## src/rtl/lsu_if.sv

```systemverilog
// CPU-side request/response and memory-side bus of the load/store unit.
// The LSU takes the slave view; the CPU/memory environment takes the master view.
interface lsu_if;
  // CPU request
  logic        req;
  logic        wr;
  logic [1:0]  size;
  logic        uns;
  logic [31:0] addr;
  logic [31:0] wdata;
  // CPU response
  logic        busy;
  logic        done;
  logic        err;
  logic [31:0] rdata;
  // Word data memory port
  logic        mem_we;
  logic [31:0] mem_addr;
  logic [31:0] mem_wdata;
  logic [31:0] mem_rdata;

  modport slave (
    input  req, wr, size, uns, addr, wdata, mem_rdata,
    output busy, done, err, rdata, mem_we, mem_addr, mem_wdata
  );

  modport master (
    output req, wr, size, uns, addr, wdata, mem_rdata,
    input  busy, done, err, rdata, mem_we, mem_addr, mem_wdata
  );
endinterface

```

## src/rtl/lsu.sv

```systemverilog
// Load/store unit: byte/halfword/word loads with sign or zero extension,
// word stores in one write, sub-word stores by read-modify-write of the
// memory word, and optional rejection of misaligned accesses.
module lsu #(
  parameter bit CHECK_ALIGN = 1'b1
) (
  input logic clk,
  input logic rst,
  lsu_if.slave bus
);

  typedef enum logic [2:0] {
    IDLE   = 3'd0,
    LOAD   = 3'd1,
    STORE  = 3'd2,
    RMW_RD = 3'd3,
    RMW_WR = 3'd4,
    DONE   = 3'd5
  } state_t;

  state_t      state_reg;
  state_t      state_next;

  logic        wr_reg;
  logic [1:0]  size_reg;
  logic        uns_reg;
  logic [31:0] addr_reg;
  logic [31:0] wdata_reg;
  logic        err_reg;
  logic [31:0] rdata_reg;
  logic [31:0] merge_reg;

  logic        misaligned;
  logic [31:0] load_data;
  logic [31:0] merge_data;

  // Size code 11 behaves as a word, so bit 1 alone identifies word accesses.
  assign misaligned = CHECK_ALIGN &&
                      (((bus.size == 2'b01) && bus.addr[0]) ||
                       (bus.size[1] && (bus.addr[1:0] != 2'b00)));

  // Extend the memory read according to the latched size and signedness.
  always_comb begin
    load_data = bus.mem_rdata;
    if (!size_reg[1]) begin
      if (size_reg[0])
        load_data = {{16{~uns_reg & bus.mem_rdata[15]}}, bus.mem_rdata[15:0]};
      else
        load_data = {{24{~uns_reg & bus.mem_rdata[7]}}, bus.mem_rdata[7:0]};
    end
  end

  // Replace the low byte or half of the fetched word with the store data.
  always_comb begin
    merge_data = bus.mem_rdata;
    if (size_reg[0])
      merge_data[15:0] = wdata_reg[15:0];
    else
      merge_data[7:0] = wdata_reg[7:0];
  end

  // State register; reset abandons any access in flight.
  always_ff @(posedge clk or negedge rst) begin
    if (!rst)
      state_reg <= IDLE;
    else
      state_reg <= state_next;
  end

  // Next-state selection; requests are only looked at in IDLE.
  always_comb begin
    state_next = state_reg;
    case (state_reg)
      IDLE: begin
        if (bus.req) begin
          if (misaligned)
            state_next = DONE;
          else if (!bus.wr)
            state_next = LOAD;
          else if (bus.size[1])
            state_next = STORE;
          else
            state_next = RMW_RD;
        end
      end
      LOAD:    state_next = DONE;
      STORE:   state_next = DONE;
      RMW_RD:  state_next = RMW_WR;
      RMW_WR:  state_next = DONE;
      DONE:    state_next = IDLE;
      default: state_next = IDLE;
    endcase
  end

  // Request latching, load capture and read-modify-write capture.
  always_ff @(posedge clk or negedge rst) begin
    if (!rst) begin
      wr_reg    <= 1'b0;
      size_reg  <= 2'b00;
      uns_reg   <= 1'b0;
      addr_reg  <= 32'd0;
      wdata_reg <= 32'd0;
      err_reg   <= 1'b0;
      rdata_reg <= 32'd0;
      merge_reg <= 32'd0;
    end else begin
      if (state_reg == IDLE && bus.req) begin
        wr_reg    <= bus.wr;
        size_reg  <= bus.size;
        uns_reg   <= bus.uns;
        addr_reg  <= bus.addr;
        wdata_reg <= bus.wdata;
        err_reg   <= misaligned;
      end
      if (state_reg == LOAD)
        rdata_reg <= load_data;
      if (state_reg == RMW_RD)
        merge_reg <= merge_data;
    end
  end

  assign bus.busy      = (state_reg != IDLE);
  assign bus.done      = (state_reg == DONE);
  assign bus.err       = (state_reg == DONE) && err_reg;
  assign bus.rdata     = rdata_reg;
  assign bus.mem_we    = ((state_reg == STORE) || (state_reg == RMW_WR)) && wr_reg;
  assign bus.mem_addr  = (state_reg == IDLE) ? bus.addr : addr_reg;
  assign bus.mem_wdata = (state_reg == RMW_WR) ? merge_reg : wdata_reg;

endmodule

```

## src/flat_wrapper.sv

```systemverilog
// flat-port wrapper written by rule: the top's interface ports become plain ports
module lsu_flat 
#(
  parameter bit CHECK_ALIGN = 1'b1
)
  (clk, rst, bus_req, bus_wr, bus_size, bus_uns, bus_addr, bus_wdata, bus_mem_rdata, bus_busy, bus_done, bus_err, bus_rdata, bus_mem_we, bus_mem_addr, bus_mem_wdata);
  lsu_if bus_i ();
  input logic clk;
  input logic rst;
  input wire logic [$bits(bus_i.req)-1:0] bus_req;
  input wire logic [$bits(bus_i.wr)-1:0] bus_wr;
  input wire logic [$bits(bus_i.size)-1:0] bus_size;
  input wire logic [$bits(bus_i.uns)-1:0] bus_uns;
  input wire logic [$bits(bus_i.addr)-1:0] bus_addr;
  input wire logic [$bits(bus_i.wdata)-1:0] bus_wdata;
  input wire logic [$bits(bus_i.mem_rdata)-1:0] bus_mem_rdata;
  output wire logic [$bits(bus_i.busy)-1:0] bus_busy;
  output wire logic [$bits(bus_i.done)-1:0] bus_done;
  output wire logic [$bits(bus_i.err)-1:0] bus_err;
  output wire logic [$bits(bus_i.rdata)-1:0] bus_rdata;
  output wire logic [$bits(bus_i.mem_we)-1:0] bus_mem_we;
  output wire logic [$bits(bus_i.mem_addr)-1:0] bus_mem_addr;
  output wire logic [$bits(bus_i.mem_wdata)-1:0] bus_mem_wdata;
  assign bus_i.req = bus_req;
  assign bus_i.wr = bus_wr;
  assign bus_i.size = bus_size;
  assign bus_i.uns = bus_uns;
  assign bus_i.addr = bus_addr;
  assign bus_i.wdata = bus_wdata;
  assign bus_i.mem_rdata = bus_mem_rdata;
  assign bus_busy = bus_i.busy;
  assign bus_done = bus_i.done;
  assign bus_err = bus_i.err;
  assign bus_rdata = bus_i.rdata;
  assign bus_mem_we = bus_i.mem_we;
  assign bus_mem_addr = bus_i.mem_addr;
  assign bus_mem_wdata = bus_i.mem_wdata;
  lsu #(.CHECK_ALIGN(CHECK_ALIGN)) u_core (.clk(clk), .rst(rst), .bus(bus_i));
endmodule
```

## config.mk

```make
export PLATFORM = sky130hd
export DESIGN_NAME = lsu_flat
export DESIGN_NICKNAME = d
export VERILOG_FILES = /design/src/rtl/lsu_if.sv /design/src/rtl/lsu.sv /design/src/flat_wrapper.sv
export SDC_FILE = /design/constraint.sdc
export NUM_CORES = 1
export LEC_CHECK = 0
export ABC_AREA = 1
export CORE_UTILIZATION = 50
export CTS_CLUSTER_DIAMETER = 100
export DETAILED_ROUTE_END_ITERATION = 12
export HOLD_SLACK_MARGIN = 0.02
export PLACE_DENSITY = 0.87
export SYNTH_ARGS = -nofsm -noshare
export SYNTH_HDL_FRONTEND = slang
export SYNTH_SLANG_ARGS = --single-unit
```

## constraint.sdc

```tcl
create_clock -name clk -period 2.85 [get_ports clk]
set_input_delay 0.57 -clock clk [delete_from_list [all_inputs] [get_ports clk]]
set_output_delay 0.57 -clock clk [all_outputs]
set_load 0.05 [all_outputs]
```

Word-level counts from Yosys, hierarchy flattened
Index checks and enable logic that the tools add are counted.
{"block": "word_totals", "ram_bits": 0, "regBits": 136, "input_bits": 103, "latchBits": 0, "rom_bits": 0, "output_inout_bits": 100, "elab_cells": 40, "memories": 0}
{"block": "classes", "shift": 0, "n_reduce_logical": 11, "div_mod_pow": 0, "n_addsub": 0, "n_mux": 10, "magnitude_cmp": 0, "n_eq_ne": 7, "multipliers": 0, "bitwise": 3}
{"operator": "$mux W32", "count": 4}
{"operator": "$mux W3", "count": 3}
{"operator": "$pmux W3 S3", "count": 1}
{"operator": "$mux W8", "count": 1}
{"operator": "$eq A3 B2 Y1 const B", "count": 2}
{"operator": "$eq A3 B3 Y1 const B", "count": 2}
{"operator": "$logic_and A1 B1 Y1", "count": 5}
{"operator": "$eq A3 B1 Y1 const B", "count": 1}
{"operator": "$logic_not A3 Y1", "count": 1}
{"operator": "$reduce_bool A3 Y1", "count": 1}
{"operator": "$reduce_or A3 Y1", "count": 1}
{"operator": "$and A1 B1 Y1", "count": 2}
{"operator": "$eq A2 B1 Y1 const B", "count": 1}
{"operator": "$logic_or A1 B1 Y1", "count": 2}
{"operator": "$ne A2 B2 Y1 const B", "count": 1}
{"operator": "$reduce_bool A2 Y1", "count": 1}
{"operator": "$mux W1", "count": 1}
{"operator": "$not A1 Y1", "count": 1}

Depth between registers and ports, before layout
{"block": "depth", "depth_word": 6, "ltp_mapped": 9, "depth_no_buf": 7}

Least setup slack after synthesis
Ideal clock, no wire load.
{"block": "synth_timing", "kind": "register -> output", "startpoint": "reg u_core.state_reg[1]", "endpoint": "out bus_mem_addr[22]", "stages_incl_launch_ff": 6, "setup_slack_ns": 0.071, "required_time_ns": 2.280, "arrival_ns": 2.209, "path_cell_list": "dfrtp_1 -> nor2_1 -> nand2_2 -> buf_2 -> buf_2 -> o21ai_0"}
{"block": "synth_between", "elab_chain_cells": 2}
{"item": "start: declaration", "line_no": "lsu.sv:21", "source": "state_t state_reg;"}
{"item": "start signal: assignment", "line_no": "lsu.sv:67", "source": "state_reg <= state_next;"}
{"item": "$logic_not A3 Y1", "line_no": "lsu.sv:127", "source": "assign bus.mem_addr = (state_reg == IDLE) ? bus.addr : addr_reg;"}
{"item": "$mux W32", "line_no": "lsu.sv:127"}
{"item": "end: declaration", "line_no": "flat_wrapper.sv:22", "source": "output wire logic [$bits(bus_i.mem_addr)-1:0] bus_mem_addr;"}
No other way between the ends.

Worst setup path after layout
{"block": "layout_timing", "startpoint": "reg u_core.state_reg[1]", "endpoint": "out bus_mem_we"}
{"block": "layout_between", "elab_chain_cells": 3}
{"item": "$eq A3 B2 Y1 / $eq A3 B3 Y1 (equally long branches)", "line_no": "lsu.sv:126", "source": "assign bus.mem_we = ((state_reg == STORE) || (state_reg == RMW_WR)) && wr_reg;"}
{"item": "$logic_or A1 B1 Y1 *", "line_no": "lsu.sv:126"}
{"item": "$logic_and A1 B1 Y1 *", "line_no": "lsu.sv:126"}
{"item": "end: declaration", "line_no": "flat_wrapper.sv:21", "source": "output wire logic [$bits(bus_i.mem_we)-1:0] bus_mem_we;"}
Every way passes the cells marked *; elsewhere a longest branch is shown, timed or not.

==> impl_metrics.json <==
{
  "holdBufCountCts": 0,
  "slew_headroom": 0.420,
  "fin_cells": 1129,
  "io-pin-count": 203,
  "grt_max_degree": 93,
  "critical_path_class": "reg2out",
  "htree_levels": 4,
  "crit_path_top_delay_cell": "clkdlybuf4s50_1",
  "tightest_slew_ps": 869,
  "cpLargestDelayFamily": "buffers and inverters",
  "initial_core_util": 0.517,
  "insertion_delay_ps": 420,
  "hpwl_um": 11600,
  "post_drt_via_cell_ratio": 5.08,
  "yosysWarningCount": 0,
  "synth_cell_types": 24,
  "fin_setup_tns_ps": 0,
  "die_area_um2": 12900,
  "portBuffers": 202,
  "min_path_type": "in2async",
  "fin_ws_ps": 132,
  "postRouteAntennaNets": 0,
  "path_max_fanout": 7,
  "clock-root-buffer": "clkbuf_16",
  "core_area_um2": 12100,
  "chipHeight_um": 114,
  "status": "complete, no violations",
  "finalSetupViolCount": 0,
  "die_x_um": 114,
  "hold_viol": 0,
  "cts_resized": 0,
  "std_cell_rows": 40,
  "postCtsSetupBuffers": 0,
  "cp_cell_sequence": "o21ai_0 -> nand2_1 -> nor2_1 -> clkdlybuf4s50_1",
  "wire_per_inst_um": 15.3,
  "drc": 0,
  "finalMaxSlewViolations": 0,
  "max_cap_viol_count": 0,
  "seq_area_frac_synth": 0.546,
  "drt_wl_total_um": 17300,
  "antennaDiodeCount": 0,
  "num_vias": 5737,
  "cp_num_buf_inv": 1,
  "cts.sinks": 136,
  "cpPeakStageDelay_ps": 830,
  "grt_pass1_vias": 5789,
  "netlist_instances": 756,
  "critical_path_arrival_ps": 2150,
  "cp-end-kind": "output pin",
  "skew_ps": 8.20,
  "cts.reportedPaths.clkPinSlew_ps": 60,
  "ys_ff_latch": 136,
  "drt_iter0_markers": 329,
  "place_ws_ps": 578,
  "grt_util_all_layers": 0.285,
  "drive_gt1_frac": 0.169,
  "fmax_ghz": 0.368,
  "syn_area_um2": 6230,
  "gr-total-overflow": 0,
  "place_inst": 1097,
  "drtPass1Iterations": 5,
  "required_ps": 2280,
  "grt_pass1_wl_um": 28300,
  "cts.path.max_buffers": 2,
  "min_period_ps": 2720,
  "avgSynthCellArea_um2": 8.24,
  "nets": 1051,
  "cts_tree": "built",
  "rsz0062_at_grt": "false",
  "synth_nets": 859,
  "area_growth_syn_to_layout_pct": 56.0,
  "antenna_found_initial": 0,
  "place_congestion": 0.758,
  "cts_inserted_buffers": 17,
  "post-route-period-util": 0.954,
  "cp-start-kind": "register"
}
[path summary, 6_finish.rpt]
kind	from	endpoint	slack [ps]	depth (start not counted)
worst max-delay path	u_core.state_reg[1]$_DFFE_PN0P_	bus_mem_we	130	4
worst min-delay path	rst	u_core.addr_reg[16]$_DFFE_PN0P_	180	1
worst max register to register	u_core.state_reg[1]$_DFFE_PN0P_	u_core.addr_reg[15]$_DFFE_PN0P_	690	7
worst min register to register	u_core.wdata_reg[19]$_DFFE_PN0P_	u_core.wdata_reg[19]$_DFFE_PN0P_	470	2
max in group asynchronous	rst	u_core.merge_reg[6]$_DFFE_PN0P_	1990	2
min in group clk	u_core.wdata_reg[19]$_DFFE_PN0P_	u_core.wdata_reg[19]$_DFFE_PN0P_	470	2
[metrics by stage]
stage / cell area (um^2) / util / hold slack (ps)
floorplan: 6230 / - / 274
global placement: 9030 / 0.749 / 455
detailed placement: 9030 / 0.749 / 463
CTS: 9720 / 0.806 / 215
global route: 9720 / 0.806 / 238
finish: 9720 / 0.806 / 181
[layout by cell type, fill, tap and decap left out, types with 2 or more instances in the layout]
cell type / n
nand2_2: 4
o21ai_0: 113
inv_2: 5
nand4_1: 2
a21oi_1: 10
o21ai_1: 13
clkinv_2: 5
inv_1: 84
or2_2: 16
clkdlybuf4s50_1: 136
buf_12: 67
and3_1: 2
bufinv_16: 7
mux2_2: 24
clkbuf_16: 17
a31oi_1: 8
nor2_1: 56
dfrtp_1: 136
nand2_1: 236
buf_4: 9
[area by class of cell]
cell class	count	area [um^2]
clock inverters	14	251
fillers	734	2340
well taps	168	210
multi-input cells	491	2300
flip-flops and latches	136	3400
inverters	89	334
repair buffers	213	2780
clock buffers	18	439
[cell usage after synthesis]
master / n / area share
nand2_1: 237 / 0.14
and3_1: 2 / 0.0020
a21oi_1: 10 / 0.0080
buf_6: 1 / 0.0018
clkbuf_2: 4 / 0.0032
nor2_2: 1 / 0.0010
a2bb2oi_1: 1 / 0.0014
nand3_1: 2 / 0.0016
nor2_1: 56 / 0.034
a31oi_1: 8 / 0.0080
nor3_1: 2 / 0.0016
inv_1: 84 / 0.051
o21ai_0: 113 / 0.091
o21ai_2: 1 / 0.0014
o21ai_1: 13 / 0.010
mux2_2: 24 / 0.043
buf_2: 20 / 0.016
buf_4: 5 / 0.0060
nand2_2: 3 / 0.0030
dfrtp_1: 136 / 0.55
clkbuf_1: 10 / 0.0060
nand4_1: 2 / 0.0020
or2_2: 16 / 0.016
inv_2: 5 / 0.0030
[cells by family after synthesis]
| logic type | synth area share |
|---|---|
| and+or+nand+nor | 0.204 |
| AOI/OAI and AO/OA | 0.120 |
| DFF | 0.546 |
| buffers and inverters | 0.0867 |
| muxes | 0.0434 |
[metal layers]
metal  vias to the layer above  global-route usage  routed length [um]
met5                         -                   0                   0
met1                      2751               0.345                7050
met2                       201               0.475                8670
met4                         0               0.131                 549
met3                        42              0.0786                1050
li1                       2743                   -                   -
Power is left out: the tool's default activity adds up to more than one toggle a clock period on the data nets, which glitch-free logic cannot reach.
